--- config.mk ---
export PLATFORM = sky130hd
export DESIGN_NAME = mem_access
export DESIGN_NICKNAME = d
export VERILOG_FILES = /design/src/rtl/core_pkg.sv /design/src/rtl/mem_access.sv
export SDC_FILE = /design/constraint.sdc
export NUM_CORES = 1
export LEC_CHECK = 0
export CAP_MARGIN = 25
export CORE_MARGIN = 1
export CORE_UTILIZATION = 38
export CTS_CLUSTER_DIAMETER = 30
export CTS_CLUSTER_SIZE = 12
export DETAILED_ROUTE_END_ITERATION = 6
export PLACE_DENSITY = 0.77
export SLEW_MARGIN = 30
export SYNTH_ARGS = -nofsm -noshare
export SYNTH_HDL_FRONTEND = slang
export SYNTH_SLANG_ARGS = --single-unit
--- constraint.sdc ---
create_clock -name clk -period 1.8 [get_ports clk]
set_clock_uncertainty 0.05 [all_clocks]
set_input_delay 0.27 -clock clk [delete_from_list [all_inputs] [get_ports clk]]
set_output_delay 0.27 -clock clk [all_outputs]
set_load 0.005 [all_outputs]
--- src/rtl/core_pkg.sv ---
// Shared types for the execute/memory stage: FSM states, default widths and the
// latched memory-request payload.
package core_pkg;

    localparam int unsigned MEM_ADDR_W = 25;
    localparam int unsigned MEM_DATA_W = 32;
    localparam int unsigned RD_W       = 5;

    typedef enum logic [1:0] {
        IDLE,
        REQ,
        RESP
    } mem_state_t;

    typedef struct packed {
        logic                  we;
        logic [MEM_ADDR_W-1:0] addr;
        logic [MEM_DATA_W-1:0] wdata;
        logic [RD_W-1:0]       rd;
        logic                  rwe;
        logic                  fwe;
    } mem_req_t;

endpackage

--- src/rtl/mem_access.sv ---
// Execute/memory stage: forwards ALU results, runs data-memory transactions and
// drives the register-file writeback registers.
module mem_access
    import core_pkg::*;
#(
    parameter int unsigned ADDR_W = MEM_ADDR_W,
    parameter int unsigned DATA_W = MEM_DATA_W,
    parameter int unsigned CNT_W  = 32
) (
    input  logic              clk,
    input  logic              rst,
    input  logic [DATA_W-1:0] op2,
    input  logic [DATA_W-1:0] alu_res,
    input  logic [4:0]        dec_rd,
    input  logic              dec_mre,
    input  logic              dec_mwe,
    input  logic              dec_rwe,
    input  logic              dec_fwe,
    input  logic [ADDR_W-1:0] dec_daddr,
    output logic [DATA_W-1:0] alu_fw,
    output logic [4:0]        alu_rd,
    output logic              alu_rwe,
    output logic              alu_fwe,
    output logic [DATA_W-1:0] wb_res,
    output logic [DATA_W-1:0] wb_memdata,
    output logic              wb_rwe,
    output logic              wb_fwe,
    output logic              wb_mre,
    output logic [4:0]        wb_rd,
    output logic              stall,
    output logic              mem_req,
    output logic              mem_we,
    output logic [ADDR_W-1:0] mem_addr,
    output logic [DATA_W-1:0] mem_wdata,
    input  logic              mem_ready,
    input  logic              mem_rvalid,
    input  logic [DATA_W-1:0] mem_rdata,
    output logic [CNT_W-1:0]  stall_cnt
);

    mem_state_t        state_q, state_d;
    mem_req_t          req_q, req_d;
    logic [DATA_W-1:0] wb_res_q, wb_res_d;
    logic [DATA_W-1:0] wb_memdata_q, wb_memdata_d;
    logic              wb_rwe_q, wb_rwe_d;
    logic              wb_fwe_q, wb_fwe_d;
    logic              wb_mre_q, wb_mre_d;
    logic [4:0]        wb_rd_q, wb_rd_d;
    logic [CNT_W-1:0]  stall_cnt_q, stall_cnt_d;
    logic              req_issue;

    // Loads never forward; their data arrives later through the wb path.
    assign alu_fw  = alu_res;
    assign alu_rd  = dec_rd;
    assign alu_rwe = dec_rwe & ~dec_mre;
    assign alu_fwe = dec_fwe & ~dec_mre;

    assign mem_req    = req_issue & ~rst;
    assign wb_res     = wb_res_q;
    assign wb_memdata = wb_memdata_q;
    assign wb_rwe     = wb_rwe_q;
    assign wb_fwe     = wb_fwe_q;
    assign wb_mre     = wb_mre_q;
    assign wb_rd      = wb_rd_q;
    assign stall_cnt  = stall_cnt_q;

    // Next-state, request drive and writeback selection.
    always_comb begin
        state_d      = state_q;
        req_d        = req_q;
        req_issue    = 1'b0;
        stall        = 1'b0;
        mem_we       = req_q.we;
        mem_addr     = ADDR_W'(req_q.addr);
        mem_wdata    = DATA_W'(req_q.wdata);
        wb_res_d     = wb_res_q;
        wb_memdata_d = wb_memdata_q;
        wb_rwe_d     = wb_rwe_q;
        wb_fwe_d     = wb_fwe_q;
        wb_mre_d     = wb_mre_q;
        wb_rd_d      = wb_rd_q;

        case (state_q)
            IDLE: begin
                if (dec_mre || dec_mwe) begin
                    req_issue = 1'b1;
                    mem_we    = dec_mwe;
                    mem_addr  = dec_daddr;
                    mem_wdata = op2;
                    req_d     = '{we:    dec_mwe,
                                  addr:  MEM_ADDR_W'(dec_daddr),
                                  wdata: MEM_DATA_W'(op2),
                                  rd:    dec_rd,
                                  rwe:   dec_rwe,
                                  fwe:   dec_fwe};
                    // A simultaneous load+store flag is resolved as a store.
                    if (dec_mwe) begin
                        if (mem_ready) begin
                            wb_res_d = alu_res;
                            wb_rwe_d = 1'b0;
                            wb_fwe_d = 1'b0;
                            wb_mre_d = 1'b0;
                            wb_rd_d  = dec_rd;
                        end else begin
                            stall   = 1'b1;
                            state_d = REQ;
                        end
                    end else begin
                        stall   = 1'b1;
                        state_d = mem_ready ? RESP : REQ;
                    end
                end else begin
                    wb_res_d = alu_res;
                    wb_rwe_d = dec_rwe;
                    wb_fwe_d = dec_fwe;
                    wb_mre_d = 1'b0;
                    wb_rd_d  = dec_rd;
                end
            end
            REQ: begin
                req_issue = 1'b1;
                if (mem_ready && req_q.we) begin
                    wb_res_d = alu_res;
                    wb_rwe_d = 1'b0;
                    wb_fwe_d = 1'b0;
                    wb_mre_d = 1'b0;
                    wb_rd_d  = req_q.rd;
                    state_d  = IDLE;
                end else begin
                    stall = 1'b1;
                    if (mem_ready) state_d = RESP;
                end
            end
            RESP: begin
                if (mem_rvalid) begin
                    wb_memdata_d = mem_rdata;
                    wb_mre_d     = 1'b1;
                    wb_rwe_d     = req_q.rwe;
                    wb_fwe_d     = req_q.fwe;
                    wb_rd_d      = req_q.rd;
                    wb_res_d     = alu_res;
                    state_d      = IDLE;
                end else begin
                    stall = 1'b1;
                end
            end
            default: state_d = IDLE;
        endcase

        stall_cnt_d = stall ? stall_cnt_q + CNT_W'(1) : stall_cnt_q;
    end

    // State, request and writeback registers.
    always_ff @(posedge clk) begin
        if (rst) begin
            state_q      <= IDLE;
            req_q        <= '0;
            wb_res_q     <= '0;
            wb_memdata_q <= '0;
            wb_rwe_q     <= 1'b0;
            wb_fwe_q     <= 1'b0;
            wb_mre_q     <= 1'b0;
            wb_rd_q      <= '0;
            stall_cnt_q  <= '0;
        end else begin
            state_q      <= state_d;
            req_q        <= req_d;
            wb_res_q     <= wb_res_d;
            wb_memdata_q <= wb_memdata_d;
            wb_rwe_q     <= wb_rwe_d;
            wb_fwe_q     <= wb_fwe_d;
            wb_mre_q     <= wb_mre_d;
            wb_rd_q      <= wb_rd_d;
            stall_cnt_q  <= stall_cnt_d;
        end
    end

endmodule
==> results of run 1 <==
==> per-stage QoR <==
stage	utilization	power [mW]	area, um2	hold WS, ns	TNS, ns
2_1_floorplan	-	6.35	7460	0.356	-0.0776
3_3_place_gp	0.606	8.64	11500	0.390	-59.73
3_5_place_dp	0.606	8.72	11500	0.396	-65.50
4_1_cts	0.719	14.6	13600	0.316	-42.18
5_1_grt	0.798	16.8	15100	0.325	-48.08
6_report	0.798	16.2	15100	0.335	-40.30
==> cell type report <==
type	count	area share
Timing Repair Buffer	562	0.381
Multi-Input combinational cell	640	0.332
Sequential cell	171	0.227
Clock buffer	19	0.0293
Tap cell	260	0.0215
Clock inverter	13	0.00777
Inverter	9	0.00223
==> registers in the layout (all words and copies together) (netlist names) <==
register and cells:
req_q 65, state_q 2, stall_cnt 32, wb_memdata 32, wb_res 32, wb_fwe 1, wb_rd 5, wb_rwe 1
wb_mre 1
==> synthesized netlist by cell type, types with 6 or more instances <==
library cell	n	share of area
mux2i_1	6	0.0081
inv_1	9	0.0045
buf_4	40	0.040
buf_1	6	0.0030
a21oi_1	130	0.088
a211oi_2	10	0.017
a2111oi_2	6	0.012
nor2_1	43	0.022
buf_2	10	0.0067
clkbuf_1	37	0.019
xnor2_1	30	0.035
nand3_1	9	0.0061
a211oi_1	12	0.012
a2111oi_4	7	0.026
dfxtp_1	171	0.46
nand2_1	333	0.17
==> how the worst max path moves through the flow <==
| stage | from | endpoint | slack (ns) | cells past startpoint |
|---|---|---|---|---|
| 2_1_floorplan | state_q[1] | stall_cnt[15] | -0.003 | 8 |
| 3_3_place_gp | dec_mwe | mem_req | -0.59 | 5 |
| 3_5_place_dp | dec_mwe | mem_req | -0.61 | 5 |
| 4_1_cts | state_q[1] | mem_wdata[23] | -0.45 | 9 |
| 5_1_grt | state_q[1] | stall_cnt[2] | -0.49 | 12 |
| 6_report | state_q[1] | mem_wdata[5] | -0.43 | 10 |
==> cell families after synthesis <==
group | Yosys count | synth area share
simple gates | 419 | 0.236
compound gates | 179 | 0.169
flops | 171 | 0.461
buf+inv | 107 | 0.0810
xor+xnor | 30 | 0.0354
mux | 7 | 0.00960
fa+ha+maj | 5 | 0.00842
==> worst max-delay path: stages (launching register included) <==
cell,delay (ns)
dfxtp_2,0.34
inv_2,0.05
ha_4,0.17
buf_6,0.13
o21ai_4,0.11
buf_12,0.17
buf_16,0.13
buf_12,0.13
nand2_4,0.05
nand2_1,0.07
buf_2,0.12
==> per-layer routing <==
layer  global-route usage  vias to the layer above  wire, um
met5                    0                        -        11
met1                0.296                     4157     11700
li1                     -                     3959         -
met3               0.0611                       94      1800
met2                0.491                      367     17300
met4                0.122                        2      1250
==> report_power, final <==
| part | internal, mW | switching (mW) | total, mW |
|---|---|---|---|
| clock network | 1.95 | 1.60 | 3.55 |
| registers | 4.25 | 0.359 | 4.61 |
| logic | 4.36 | 3.64 | 8.00 |
| total | 10.6 | 5.60 | 16.2 |
==> what timing repair did <==
item | 4_1_cts | 5_1_grt
cloned | 19 | 8
setup endpoints to repair | 133 | 138
buffers inserted | 58 | 43
resized for setup | 445 | 332
pin swaps | 77 | 178
==> key figures, run 1 <==
STA
  • Fmax: 449 MHz
  • Worst-Margin Slew: 0.506 ns
  • Final Critical Period: 2.23 ns
  • Final Hold Viols: 0
  • Final max-slew violation count: 0
  • Period utilisation layout: 1.24
  • Slew margin rel.: 0.662
  • Setup-failing EPs final: 130
  • Worst setup margin: -0.429 ns
  • RSZ-0062 raised after global routing: true

Min path
  • Hold Path Depth: 3
  • Hold Path End: stall_cnt[17]
  • HP Start: rst
  • Hold Crit Class: in2reg

CTS
  • H-tree depth: 4
  • Worst-Skew Late Latency: around 0.42 ns
  • CTS clk-pin slew, worst paths: 0.07 ns
  • CTS Buf Count: 17
  • Max Buffers Root-to-Sink: 2
  • CTS tree: done
  • Hold_buf cts: 0
  • # clock sinks: 171
  • CTS Root Buffer Type: clkbuf_16

Floorplan
  • Die Wd: 142 um
  • Row count: 50
  • Die H: 142 um
  • IO Count: 337
  • Die area: slightly above 0.02 mm2
  • Core area: 0.0190 mm2
  • Initial Util: 0.392

Final layout
  • Area Growth Syn to Fin: 104%
  • Commonest non-fill, non-tap cell in the layout: clkdlybuf4s50_1
  • Ant diodes: 0
  • Area occupied by multi-input gates: 0.00502 mm2
  • Most frequent cells in the layout: clkdlybuf4s50_1 (272), dfxtp_1 (167), buf_4 (134), nand2_1 (131), nand2_4 (122)
  • Nets: roughly 1.5k
  • Layout cells sized above 1: 0.442
  • Layout Cells excl Fill: about 1.7k
  • # fillers: 1,099
  • FF/Latch Area: 0.00343 mm2

Routing
  • Routed WL: 32,100 um
  • Number of vias per cell: 5.12
  • Initial DRC count: between 300 and 400
  • Vias: around 8.6k
  • Per-cell routed wire length: 19.2 um
  • DRC: 1
  • 1st-pass router iterations: 7
  • Final ANT Viol Nets: 0

Setup path
  • Worst endpoint required time: 1.48 ns
  • Reg2reg end: stall_cnt[2]
  • WP data arrival: 1.91 ns
  • R2R setup slack: -0.43 ns
  • CP Max Fanout: 7
  • Critical Path End Type: output pin
  • Worst R2R Path Depth: 12
  • FF-to-FF Start: state_q[1]
  • Crit Path Class: reg2out
  • Crit start category: flop

Placed design
  • Place WS: -0.613 ns
  • PortBufs: around 340
  • Hpwl dp: between 15,000 and 20,000 um
  • DP Cell Count: 1,527
  • Placer Congestion: 0.818

Global route
  • GRT Util Overall: 0.269
  • Initial antenna violation count: 1
  • Vias in the first global route: a little over 8k
  • First-pass GRT wire length: 41,900 um
  • GR Overflow Total: 0
  • Largest net degree at the start of global routing: 94

Run status
  • Status: finished, violations left
  • Failing checks: DRC, setup timing

Synth
  • Synth unique cells: 48
  • Syn_area_per_cell: 8.09 um2
  • Synth Warn #: 0
  • Ys flop type: dfxtp_1
  • Cell Area, Synth: 0.00743 mm2
  • Ys async rst share: 0
  • FF+latch count, synth: 171
  • Cells after Synth: 918
  • Sequential area share after synthesis: 0.461
  • Syn nets: approximately 1.1k
  • Number of synthesized flops with an enable pin: 0

Pwr
  • Cell area power density: 1070 mW/mm2
  • Peak VDD IR: 0.000870 V
  • Static leakage: between 6 and 7 nW

Run
  • MaxCap Viol Count: 0
Note: power is estimated with default switching activity, not from simulation.
==> run 2, diff against run 1 <==
GPL_ROUTABILITY_DRIVEN = 0   (was not set)
==> results of run 2 <==
Final layout, timing and power as in run 1 (identical DEF).
==> run 3, diff against run 2 <==
SLEW_MARGIN = not set   (was 30)
==> results of run 3 <==
Final layout, timing and power as in run 1 (identical DEF).
